[config.mk]
export PLATFORM = sky130hd
export DESIGN_NAME = multi_edge_detect
export DESIGN_NICKNAME = d
export VERILOG_FILES = /design/src/rtl/multi_edge_detect.sv
export SDC_FILE = /design/constraint.sdc
export NUM_CORES = 1
export LEC_CHECK = 0
export ABC_AREA = 1
export BUFFER_PORTS_ARGS = -buffer_cell sky130_fd_sc_hd__buf_4
export CAP_MARGIN = 20
export CORE_ASPECT_RATIO = 1.1
export CORE_MARGIN = 1.5
export CORE_UTILIZATION = 47
export DETAILED_ROUTE_END_ITERATION = 8
export PLACE_DENSITY = 0.83
export RECOVER_POWER = 100
export SKIP_CTS_REPAIR_TIMING = 1
export SLEW_MARGIN = 20
export SYNTH_ARGS = -nofsm -noshare
export SYNTH_HDL_FRONTEND = slang
export SYNTH_SLANG_ARGS = --single-unit
[constraint.sdc]
create_clock -name clk -period 1.3 [get_ports clk]
set_input_delay 0.195 -clock clk [delete_from_list [all_inputs] [get_ports clk]]
set_output_delay 0.195 -clock clk [all_outputs]
set_load 0.01 [all_outputs]
[src/rtl/multi_edge_detect.sv]
// Multi-channel synchronising edge detector with per-channel sticky event flags and irq.
// Define EDGE_DEBOUNCE_EN to add a per-channel debounce counter of DB_CYCLES clocks.
module multi_edge_detect #(
  parameter int WIDTH       = 8,
  parameter int SYNC_STAGES = 2,
  parameter int DB_CYCLES   = 4
) (
  input  logic                 clk,
  input  logic                 reset_n,
  input  logic [WIDTH-1:0]     d,
  input  logic [2*WIDTH-1:0]   mode,
  input  logic [WIDTH-1:0]     clr,
  output logic [WIDTH-1:0]     rise,
  output logic [WIDTH-1:0]     fall,
  output logic [WIDTH-1:0]     toggle,
  output logic [WIDTH-1:0]     event_flag,
  output logic                 irq
);

  if (WIDTH < 1 || WIDTH > 32) begin : g_bad_width
    $error("WIDTH out of range 1..32");
  end
  if (SYNC_STAGES < 2 || SYNC_STAGES > 4) begin : g_bad_sync
    $error("SYNC_STAGES out of range 2..4");
  end
  if (DB_CYCLES < 1 || DB_CYCLES > 15) begin : g_bad_db
    $error("DB_CYCLES out of range 1..15");
  end

  typedef enum logic {WARMUP, RUN} state_t;

`ifdef EDGE_DEBOUNCE_EN
  // The debounced value register is one more pipeline stage to flush before RUN.
  localparam logic [2:0] WARM_LAST = 3'(SYNC_STAGES + 1);
`else
  localparam logic [2:0] WARM_LAST = 3'(SYNC_STAGES);
`endif

  state_t                       state, state_next;
  logic [2:0]                   warm_cnt, warm_cnt_next;
  logic [SYNC_STAGES*WIDTH-1:0] sync_chain;
  logic [WIDTH-1:0]             s;
  logic [WIDTH-1:0]             v;
  logic [WIDTH-1:0]             p;
  logic [WIDTH-1:0]             qual;
  logic                         run;

  always_ff @(posedge clk or negedge reset_n) begin
    if (!reset_n) begin
      state    <= WARMUP;
      warm_cnt <= '0;
    end else begin
      state    <= state_next;
      warm_cnt <= warm_cnt_next;
    end
  end

  always_comb begin
    state_next    = state;
    warm_cnt_next = warm_cnt;
    if (state == WARMUP) begin
      if (warm_cnt == WARM_LAST) begin
        state_next    = RUN;
        warm_cnt_next = '0;
      end else begin
        warm_cnt_next = warm_cnt + 3'd1;
      end
    end
  end

  assign run = (state == RUN);

  // Lowest WIDTH bits are stage 0; d feeds nothing but that stage.
  always_ff @(posedge clk or negedge reset_n) begin
    if (!reset_n) begin
      sync_chain <= '0;
    end else begin
      sync_chain <= {sync_chain[(SYNC_STAGES-1)*WIDTH-1:0], d};
    end
  end

  assign s = sync_chain[SYNC_STAGES*WIDTH-1 -: WIDTH];

`ifdef EDGE_DEBOUNCE_EN
  localparam logic [3:0] DB_LAST = 4'(DB_CYCLES - 1);

  for (genvar gi = 0; gi < WIDTH; gi++) begin : g_db
    logic [3:0] db_cnt;
    logic       v_bit;

    // During WARMUP v follows s directly so a level held through reset gives no pulse.
    always_ff @(posedge clk or negedge reset_n) begin
      if (!reset_n) begin
        db_cnt <= '0;
        v_bit  <= 1'b0;
      end else if (!run) begin
        db_cnt <= '0;
        v_bit  <= s[gi];
      end else if (s[gi] == v_bit) begin
        db_cnt <= '0;
      end else if (db_cnt == DB_LAST) begin
        db_cnt <= '0;
        v_bit  <= s[gi];
      end else begin
        db_cnt <= db_cnt + 4'd1;
      end
    end

    assign v[gi] = v_bit;
  end
`else
  assign v = s;
`endif

  always_ff @(posedge clk or negedge reset_n) begin
    if (!reset_n) begin
      p <= '0;
    end else begin
      p <= v;
    end
  end

  assign rise   = run ? (v & ~p) : '0;
  assign fall   = run ? (~v & p) : '0;
  assign toggle = run ? (v ^ p)  : '0;

  for (genvar gi = 0; gi < WIDTH; gi++) begin : g_qual
    assign qual[gi] = (mode[2*gi] & rise[gi]) | (mode[2*gi+1] & fall[gi]);
  end

  // A qualifying pulse in the same cycle as clr keeps the flag set.
  always_ff @(posedge clk or negedge reset_n) begin
    if (!reset_n) begin
      event_flag <= '0;
    end else begin
      event_flag <= (event_flag & ~clr) | qual;
    end
  end

  assign irq = |event_flag;

endmodule

# Yosys cells after proc, flatten, opt, wreduce, memory -nomap -nowiden

Index checks and enable logic that the tools add are counted.

Add/sub/neg operators: 1
Divide/modulo/power cells: 0
Mux-type cells: 6
$lt $le $gt $ge: 0
Equal/unequal tests: 1
Multiply operators: 0
Shift-type cells: 0
Reduce and logical (&&, ||, !) cells: 1
Bitwise operators: 32

Operator list:

| kind                                                            | number |
|---|---|
| 8-bit AND                                                       | 3 |
| 8-bit two-way mux                                               | 3 |
| 8-bit NOT                                                       | 3 |
| 1-bit AND                                                       | 16 |
| 1-bit bitwise OR                                                | 8 |
| 8-bit bitwise OR                                                | 1 |
| 8-bit OR reduction                                              | 1 |
| 8-bit bitwise XOR                                               | 1 |
| 3-bit by 1-bit adder with 3-bit output, second input constant   | 1 |
| 3-bit by 2-bit == test with 1-bit output, second input constant | 1 |
| 3-bit two-way mux                                               | 1 |
| 1-bit two-way mux                                               | 2 |

ROM bits: 0
Latch bits: 0
Flip-flop bits (word level): 36
Bits in writable memories: 0
Word-level logic and storage cells: 46
Memories kept: 0
Output and inout port bits: 33

# Depth between registers and ports, before layout

Gate-level depths: netlist of run 1.

Depth after elaboration: 6
Gate-level depth with buffers: 6
Depth with buffers taken out: 6

# Worst setup path before layout of run 1

No wires, ideal clock.

Kind: register -> output
Start: register sync_chain[8]
End: output port toggle[0]
Data arrival time: 0.835 ns
Buffers on the path: 0
Cell stages (with the launch flop): 4
Data required time: 1.105 ns
Path slack: 0.270 ns
Cells stage by stage: dfrtp_1 inv_1 ha_1 nor2_1

Longest elaborated chain between the ends: 2

RTL lines:

| element                  | line | RTL |
|---|---|---|
| start: declaration       | 41   | `logic [SYNC_STAGES*WIDTH-1:0] sync_chain;` |
| start signal: assignment | 78   | `sync_chain <= {sync_chain[(SYNC_STAGES-1)*WIDTH-1:0], d};` |
| 8-bit bitwise XOR        | 125  | `assign toggle = run ? (v ^ p) : '0;` |
| 8-bit two-way mux        | 125  |  |
| end: declaration         | 15   | `output logic [WIDTH-1:0] toggle,` |

Every way passes these cells.

# Worst setup path in the final report of run 1

Start: register sync_chain[10]
End: output port rise[2]

Longest elaborated chain between the ends: 2

RTL lines:

| element           | line | RTL |
|---|---|---|
| 8-bit AND         | 123  | `assign rise = run ? (v & ~p) : '0;` |
| 8-bit two-way mux | 123  |  |
| end: declaration  | 13   | `output logic [WIDTH-1:0] rise,` |

Every way passes these cells.

==> metrics, run 1 <==
run status finished, violations left; violations in the final reports setup timing; Data arrival, critical path 1.31 ns; combined global-route utilization of all metal layers 0.170; mean routed wirelength per cell 10.4 um; CTS max path bufs 2; post-synthesis net count 223; number of nets still failing antenna checks after routing 0; share of the yosys chip area belonging to registers 0.561; IO Port Bufs 66; count of endpoints failing hold in the final timing report 0; Global Route met1 Usage 0.187; total die area between 0.003 and 0.004 sq mm; total length of routed wires slightly above 3 mm; setup repair after global routing missed its margin yes; number of global-route vias before repair 1198; DP Wirelength about 2.2 mm; count of placed standard cells in the final layout, fillers left out between 200 and 300; share of final-layout standard cells stronger than drive strength 1 0.384; TritonCTS buffer count 5; total number of vias between 1000 and 1500; number of max-cap violations 0; Clock transition at path regs around 0.11 ns; num ports 67; post-synth top area share 0.561; number of antenna violations at the first check in global routing 0; Post-Route Hold Slack roughly 0.058 ns; worst hold path class in -> reg; synthesis-to-finish area growth 48.2%; top area cells in the synthesized netlist dfrtp_1 56%, ha_1 12%, nand2_1 11%; Tmin final between 1.5 and 2 ns; Pwr per Cell Area 953 mW/mm^2; global-route wire length before repair slightly below 5 mm; htree depth 2; die outline height about 64 um; Sink Count 36; Slew HR 0.705; most common cell after layout, fill and taps aside buf_4; filler cell count around 260; number of nets in the finished design ~310; width of the chip 58.7 um; leading cell types in the layout, fill and taps excluded 67 x buf_4, 46 x nand2_1, 35 x dfrtp_1; count of buffering cells on the critical path with inverters included 3; critical path cell sequence buf_4, ha_1, nand2_1, inv_1, buf_4; cell at the slowest stage of the critical path dfrtp_1; clock latency at the later pin of the worst-skew pair roughly 0.34 ns; Worst Tran Pin Value 0.442 ns; ratio of final minimum period to clock period 1.16; GR Util met2 0.296; number of DRC markers after the initial detailed-route iteration 33; YS warnings 0; Core Box Area approximately 0.0033 sq mm; routability cong. 0.709; f_max between 600 and 700 MHz; count of state elements after synthesis 36; Peak supply drop a little over 0.7 mV; post-synthesis instance area about 0.0016 sq mm; cell type contributing the most total cell area after synthesis dfrtp_1; post-layout worst setup margin -0.202 ns; delay-heaviest family, CP flip-flops; Clock Skew between 0.01 and 0.015 ns; maximum number of pins on one net before global-route repair 37; Syn Area/Cell 9.28 sq um; CP endpoint kind primary output; number of antenna diodes 0; startpoint types flip-flop; global route overflow 0; data required time of the critical path around 1.1 ns; cell occurring most often along the worst timing path buf_4; fin. max-slew vios 0; cell at the root of the clock tree clkbuf_4; post-synthesis instance total 173; initial core utilization 0.486; leakage component of the power 1.39 nW; length of the first detailed-routing pass in iterations 4; final setup violation count 24; total number of placement rows 22; grt peak-use layer met2; Cell variety after synth 13; vias per inst 4.38; biggest fanout along the worst timing path 3; CTS tree yes; DRC 0; Cell Count Post-Placement about 270; CP Class reg -> out; met3 demand-to-capacity share in global routing 0.0324; biggest cell delay along the critical path roughly 0.42 ns
[sequential cells by signal, summed over array words and instances (netlist names)]
signal	flops
p	8
warm_cnt	3
event_flag	8
run	1
sync_chain	16
[path summary, 6_finish.rpt]
path	startpoint	endpoint	slack [ns]	cells after the start
min in group asynchronous	reset_n	p[2]$_DFF_PN0_	0.34	2
worst min register to register	sync_chain[0]$_DFF_PN0_	sync_chain[8]$_DFF_PN0_	0.36	0
worst min-delay path	mode[5]	event_flag[2]$_DFF_PN0_	0.06	3
worst max register to register	sync_chain[10]$_DFF_PN0_	event_flag[2]$_DFF_PN0_	0.25	6
worst max-delay path	sync_chain[10]$_DFF_PN0_	rise[2]	-0.20	5
max in group asynchronous	reset_n	run$_DFF_PN0_	0.63	2
[metal layers]
| metal | part of all wire | wire [um] |
|---|---|---|
| met2 | 0.52 | 1600 |
| met5 | 0 | 0 |
| met4 | 0.033 | 102 |
| met1 | 0.41 | 1280 |
| met3 | 0.035 | 109 |
[per-stage QoR]
stage                     total power, mW  cell area [sq um]  utilization  setup slack, ns  TNS (ns)
after floorplan                      1.39               1610            -            0.270         0
after global placement               1.63               2120        0.643            0.172         0
after CTS                            2.22               2180        0.660           -0.242     -3.65
after detailed placement             1.64               2120        0.643            0.150         0
after global routing                 2.40               2380        0.720           -0.262     -4.89
final                                2.27               2380        0.720           -0.202     -3.14
[Yosys cell counts]
master / count
ha_1: 16
o21ai_0: 1
nand4_1: 2
nor2_1: 13
buf_8: 1
nand3_1: 10
nand2_1: 46
buf_6: 2
inv_1: 35
a21oi_1: 1
inv_2: 9
o21bai_1: 1
dfrtp_1: 36
[final cells by class]
class                           count  area, sq um  area share
Sequential cell                    36          902       0.379
Inverter                           44          168      0.0705
Tap cell                           36         45.0      0.0189
Clock buffer                        6         41.3      0.0174
Timing Repair Buffer               85          664       0.279
Clock inverter                      2         16.3     0.00684
Multi-Input combinational cell     90          542       0.228
[where the power goes]
group          leakage [nW]  internal [mW]  switching [mW]
combinational         0.933          0.264           0.198
clock                0.0284          0.215           0.365
sequential            0.428           1.18          0.0402
total                  1.39           1.66           0.603
[worst min-delay path, cell delays in order]
cell     delay [ns]
buf_4          0.08
nand2_1        0.04
nand3_1        0.05
[cell families after synthesis]
group,share of synthesized area
adder cells (fa/ha/maj),0.125
AO/OA/AOI/OAI,0.0109
AND/OR/NAND/NOR,0.177
flip-flops,0.561
buffers and inverters,0.126
No activity file was read; power rests on OpenSTA's default activity.
==> run 2, diff against run 1 <==
--- a/config.mk
+++ b/config.mk
@@ -5,11 +5,10 @@
 export SDC_FILE = /design/constraint.sdc
 export NUM_CORES = 1
 export LEC_CHECK = 0
-export ABC_AREA = 1
 export BUFFER_PORTS_ARGS = -buffer_cell sky130_fd_sc_hd__buf_4
 export CAP_MARGIN = 20
 export CORE_ASPECT_RATIO = 1.1
-export CORE_MARGIN = 1.5
+export CORE_MARGIN = 2
 export CORE_UTILIZATION = 47
 export DETAILED_ROUTE_END_ITERATION = 8
 export PLACE_DENSITY = 0.83
==> run 2 against run 1 <==
  * The run ends with DRC, setup timing left
  * Highest routed layer unchanged
  * Utilization grew 8.1 points
  * Routed wire length grew 39%
  * Critical path depth shrank 2
==> metrics, run 2 <==
run status finished, violations left; violations in the final reports DRC, setup timing; htree depth 2; Slew HR 0.427; width of the chip slightly below 60 um; post-synthesis net count 176; Clock Skew about 0.010 ns; most common cell after layout, fill and taps aside buf_4; count of endpoints failing hold in the final timing report 0; flip-flop count of the largest register after layout 16; total number of vias about 1200; Net Sw Frac 0.263; top register by number of flip-flops sync_chain; startpoint types flip-flop; share of the yosys chip area belonging to registers 0.576; Net Sw Power approximately 620 uW; met3 demand-to-capacity share in global routing 0.0659; final setup violation count 30; post-synthesis instance total approximately 130; Global Route met1 Usage 0.185; grt peak-use layer met2; Cell variety after synth 18; global-route wire length before repair about 5 mm; share of total power in sequential cells 0.525; Worst Tran Pin Value ~0.86 ns; HP Start mode[12]; number of antenna violations at the first check in global routing 0; CP Class reg -> out; number of nets still failing antenna checks after routing 0; Top Registers sync_chain (16), event_flag (8), p (8); share of final-layout standard cells stronger than drive strength 1 0.491; synthesis-to-finish area growth 59.0%; CTS max path bufs 2; maximum number of pins on one net before global-route repair 37; post-layout worst setup margin -0.273 ns; DRC 2; number of max-cap violations 0; GR Util met2 0.329; CTS tree yes; clock latency at the later pin of the worst-skew pair 0.34 ns; pre-CTS setup slack 0.0346 ns; total number of placement rows 21; Pwr per Cell Area between 900 and 1000 mW/mm^2; mean routed wirelength per cell 17.1 um; TritonCTS buffer count 5; most common library cells after synthesis 36 x dfrtp_1, 17 x nor2b_1, 16 x ha_1, 16 x inv_1, 9 x and2_1; IO Port Bufs 66; number of antenna diodes 0; reg-to-reg setup timing slack -0.11 ns; combined global-route utilization of all metal layers 0.182; worst hold path class in -> reg; most instantiated flip-flop cell in the synthesis netlist dfrtp_1; die outline height 64.5 um; post-synth top area share 0.576; filler cell count between 150 and 200; leakage component of the power 1.27 nW; Tmin final approximately 1.6 ns; cell type contributing the most total cell area after synthesis dfrtp_1; Sink Count 36; Syn Area/Cell ~12 sq um; cell at the root of the clock tree clkbuf_4; post-synthesis instance area about 0.0016 sq mm; initial core utilization 0.504; Clk pwr share 0.266; leading cell types in the layout, fill and taps excluded 38 x buf_4, 35 x dfrtp_1, 19 x buf_6; DP Wirelength between 2 and 3 mm; total length of routed wires between 4 and 5 mm; Clock transition at path regs ~0.11 ns; Cell Count Post-Placement roughly 220; CP endpoint kind primary output; f_max 636 MHz; Total Power 2.36 mW; setup repair after global routing missed its margin yes; Core Box Area around 0.0031 sq mm; launch instance of the worst register-to-register path run$_DFF_PN0_; Combinational Power Share 0.209; count of placed standard cells in the final layout, fillers left out 252; Peak supply drop 0.931 mV; dominant cell by count in the synthesized netlist dfrtp_1; count of state elements after synthesis 36; footprint of the multi-input gates 649 sq um; global route overflow 0; fin. max-slew vios 0; number of nets in the finished design between 200 and 300; vias per inst 4.92; total die area 0.00380 sq mm; launching instance or port of the critical path event_flag[7]$_DFF_PN0_; total internal power between 1.5 and 2 mW; area of all sequential standard cells ~900 sq um; ratio of final minimum period to clock period 1.21; share of flip-flops with an asynchronous set or reset after synthesis 1.00; number of global-route vias before repair approximately 1100; Data arrival, critical path approximately 1.4 ns; number of DRC markers after the initial detailed-route iteration 39; num ports 67; data required time of the critical path around 1.1 ns; number of synthesized flops with an enable pin 0; top area cells in the synthesized netlist dfrtp_1 58%, ha_1 13%, nor2b_1 6.8%; routability cong. slightly below 0.8; YS warnings 0; biggest fanout along the worst timing path 3; length of the first detailed-routing pass in iterations 6
run 2: worst paths after layout:
path	cells after the start	to
setup / recovery	3	irq
hold / removal	2	event_flag[6]$_DFF_PN0_
setup reg to reg	4	event_flag[1]$_DFF_PN0_
hold reg to reg	0	sync_chain[14]$_DFF_PN0_
max in group asynchronous	2	run$_DFF_PN0_
min in group asynchronous	2	warm_cnt[0]$_DFFE_PN0N_
run 2: logic make-up after synthesis:
| group | after synthesis | synth area share |
|---|---|---|
| AO/OA/AOI/OAI | 11 | 0.0625 |
| XOR/XNOR | 1 | 0.00561 |
| adder cells (fa/ha/maj) | 16 | 0.128 |
| buffers and inverters | 19 | 0.0512 |
| flip-flops | 36 | 0.576 |
| AND/OR/NAND/NOR | 43 | 0.176 |
run 2: final cells by class:
| cell class | count | area share |
|---|---|---|
| sequential | 36 | 0.363 |
| multi-input combinational | 71 | 0.261 |
| clock buffer | 6 | 0.0206 |
| inverter | 16 | 0.0242 |
| clock inverter | 2 | 0.00403 |
| tap | 34 | 0.0171 |
| timing repair buffer | 87 | 0.310 |
run 2: worst max-delay path, stage by stage (launching register included):
cell and delay [ns]:
dfrtp_1 0.44, nor4_2 0.36, nand2_1 0.10, buf_4 0.16
run 2: power by group through the flow:
stage          clock network, mW  registers (mW)  logic [mW]
2_1_floorplan                  0            1.25       0.145
3_3_place_gp                   0            1.24       0.394
3_5_place_dp                   0            1.25       0.406
4_1_cts                    0.634            1.23       0.408
5_1_grt                    0.692            1.24       0.530
6_report                   0.625            1.24       0.493
run 2: routing by layer:
metal / wire length, um / up-vias / part of all wire
met2: 2520 / 29 / 0.59
met1: 1580 / 615 / 0.37
met3: 118 / 8 / 0.027
met4: 89 / 0 / 0.021
met5: 0 / - / 0
li1: - / 588 / -
run 2: metrics by stage:
step                      utilization  setup TNS [ns]  hold slack, ns  area [sq um]
after CTS                       0.697           -4.77          -0.202          2160
after global placement          0.678               0           0.168          2100
after detailed placement        0.678               0           0.170          2100
after floorplan                     -               0          -0.101          1560
after global routing            0.801           -6.11          0.0643          2480
final                           0.801           -4.90          0.0825          2480
==> run 3, diff against run 2 <==
--- a/config.mk
+++ b/config.mk
@@ -5,7 +5,7 @@
 export SDC_FILE = /design/constraint.sdc
 export NUM_CORES = 1
 export LEC_CHECK = 0
-export BUFFER_PORTS_ARGS = -buffer_cell sky130_fd_sc_hd__buf_4
+export BUFFER_PORTS_ARGS = -buffer_cell sky130_fd_sc_hd__buf_2
 export CAP_MARGIN = 20
 export CORE_ASPECT_RATIO = 1.1
 export CORE_MARGIN = 2
==> run 3 against run 2 <==
  * The run still ends with DRC, setup timing left
  * Largest cell class unchanged
  * Utilization fell by 6.2 points
  * Largest power group unchanged
  * Critical path depth up 1
  * Critical endpoint is now rise[3]
  * Routed wire length shrank 13%
  * Die area stayed put
  * Clock skew shrank 0.0049 ns
==> metrics, run 3 (synthesized netlist as in run 2, its figures left out) <==
leading cell types in the layout, fill and taps excluded 54 x buf_2, 36 x dfrtp_1, 17 x nor2b_1; Clock Skew between 0.005 and 0.006 ns; Total Power around 2.3 mW; combined global-route utilization of all metal layers 0.175; biggest fanout along the worst timing path 3; violations in the final reports DRC, setup timing; width of the chip ~59 um; Peak supply drop roughly 0.68 mV; final setup violation count 26; total number of vias approximately 1200; number of antenna violations at the first check in global routing 0; worst hold path class in -> reg; top register by number of flip-flops sync_chain; Top Registers sync_chain (16), event_flag (8), p (8); Post-Route Hold Slack roughly 0.092 ns; num ports 67; reg-to-reg setup timing slack -0.14 ns; DP Wirelength roughly 2.4 mm; Combinational Power Share 0.186; flip-flop count of the largest register after layout 16; IO Port Bufs between 60 and 70; mean routed wirelength per cell 15.1 um; CP endpoint kind primary output; Tmin final 1.51 ns; DRC 2; f_max 662 MHz; htree depth 2; setup repair after global routing missed its margin yes; number of global-route vias before repair around 1200; Net Sw Frac 0.252; length of the first detailed-routing pass in iterations 6; synthesis-to-finish area growth 46.7%; Slew HR 0.423; launch instance of the worst register-to-register path sync_chain[11]$_DFF_PN0_; leakage component of the power ~1.2 nW; maximum number of pins on one net before global-route repair 37; ratio of final minimum period to clock period 1.16; Net Sw Power 568 uW; post-layout worst setup margin -0.210 ns; vias per inst between 4 and 5; total number of placement rows 21; end point of the critical path rise[3]; routability cong. approximately 0.83; initial core utilization 0.504; most common cell after layout, fill and taps aside buf_2; number of antenna diodes 0; global-route wire length before repair approximately 4.9 mm; share of total power in sequential cells 0.549; CTS max path bufs 2; share of final-layout standard cells stronger than drive strength 1 0.505; number of nets still failing antenna checks after routing 0; die outline height around 64 um; CP Class reg -> out; run status finished, violations left; total die area 0.00380 sq mm; global route overflow 0; TritonCTS buffer count 5; worst r2r path cells 5; cell at the root of the clock tree clkbuf_4; filler cell count around 210; total internal power approximately 1.7 mW; Pwr per Cell Area 983 mW/mm^2; number of DRC markers after the initial detailed-route iteration 36; clock latency at the later pin of the worst-skew pair 0.32 ns; fin. max-slew vios 0; Worst Tran Pin Value between 0.8 and 0.9 ns; count of endpoints failing hold in the final timing report 0; number of nets in the finished design 263; Sink Count 36; Clock transition at path regs approximately 0.10 ns; Reg2Reg Capture Point event_flag[3]$_DFF_PN0_; Data arrival, critical path ~1.3 ns; launching instance or port of the critical path sync_chain[11]$_DFF_PN0_; CTS tree yes; Core Box Area between 0.003 and 0.004 sq mm; data required time of the critical path 1.11 ns; Clk pwr share 0.265; total length of routed wires between 3 and 4 mm; number of max-cap violations 0; startpoint types flip-flop
[run 3: cell count changes in the layout (fill, tap and decap cells not counted), sizes merged]
cell / delta
buf: +14
clkbuf: -16
clkinv: -2
[run 3: critical path, cell delays in order (launching register included)]
cell and delay [ns]:
dfrtp_1 0.42, buf_4 0.14, ha_2 0.16, and2_4 0.16, buf_6 0.11
[run 3: layer usage]
| layer | part of all wire | track usage | vias to the layer above |
|---|---|---|---|
| li1 | - | - | 579 |
| met1 | 0.36 | 0.172 | 606 |
| met2 | 0.58 | 0.321 | 36 |
| met3 | 0.036 | 0.0479 | 8 |
| met4 | 0.020 | 0.0966 | 0 |
| met5 | 0 | 0 | - |
[run 3: through the flow]
step                      area, sq um  setup WS (ns)  TNS (ns)  utilization  cells
after floorplan                  1560          0.120         0            -    126
after global placement           1940         0.0624         0        0.625    226
after detailed placement         1940         0.0590         0        0.625    226
after CTS                        2000         -0.281     -4.12        0.644    234
after global routing             2290         -0.280     -5.18        0.739    248
final                            2290         -0.210     -3.22        0.739    248
[run 3: power by group through the flow]
stage / sequential [mW] / combinational, mW / clock (mW)
floorplan: 1.25 / 0.145 / 0
detailed placement: 1.25 / 0.330 / 0
global placement: 1.24 / 0.322 / 0
global route: 1.25 / 0.457 / 0.664
finish: 1.24 / 0.420 / 0.596
CTS: 1.23 / 0.332 / 0.624
[run 3: final cells by class]
cell class                      instances  area (sq um)  share of cell area
Inverter                               16          60.1              0.0262
Clock buffer                            8          58.8              0.0257
Tap cell                               34          42.5              0.0186
Sequential cell                        36           901               0.393
Timing Repair Buffer                   83           561               0.245
Multi-Input combinational cell         71           669               0.292
[run 3: worst min path at each step]
stage	start	endpoint	slack [ns]	depth (start not counted)
finish	mode[5]	event_flag[2]$_DFF_PN0_	0.09	2
global route	mode[9]	event_flag[4]$_DFF_PN0_	0.09	2
CTS	reset_n	sync_chain[8]$_DFF_PN0_	-0.11	2
detailed placement	reset_n	p[7]$_DFF_PN0_	0.26	2
global placement	reset_n	sync_chain[7]$_DFF_PN0_	0.25	2
floorplan	reset_n	event_flag[0]$_DFF_PN0_	-0.10	0
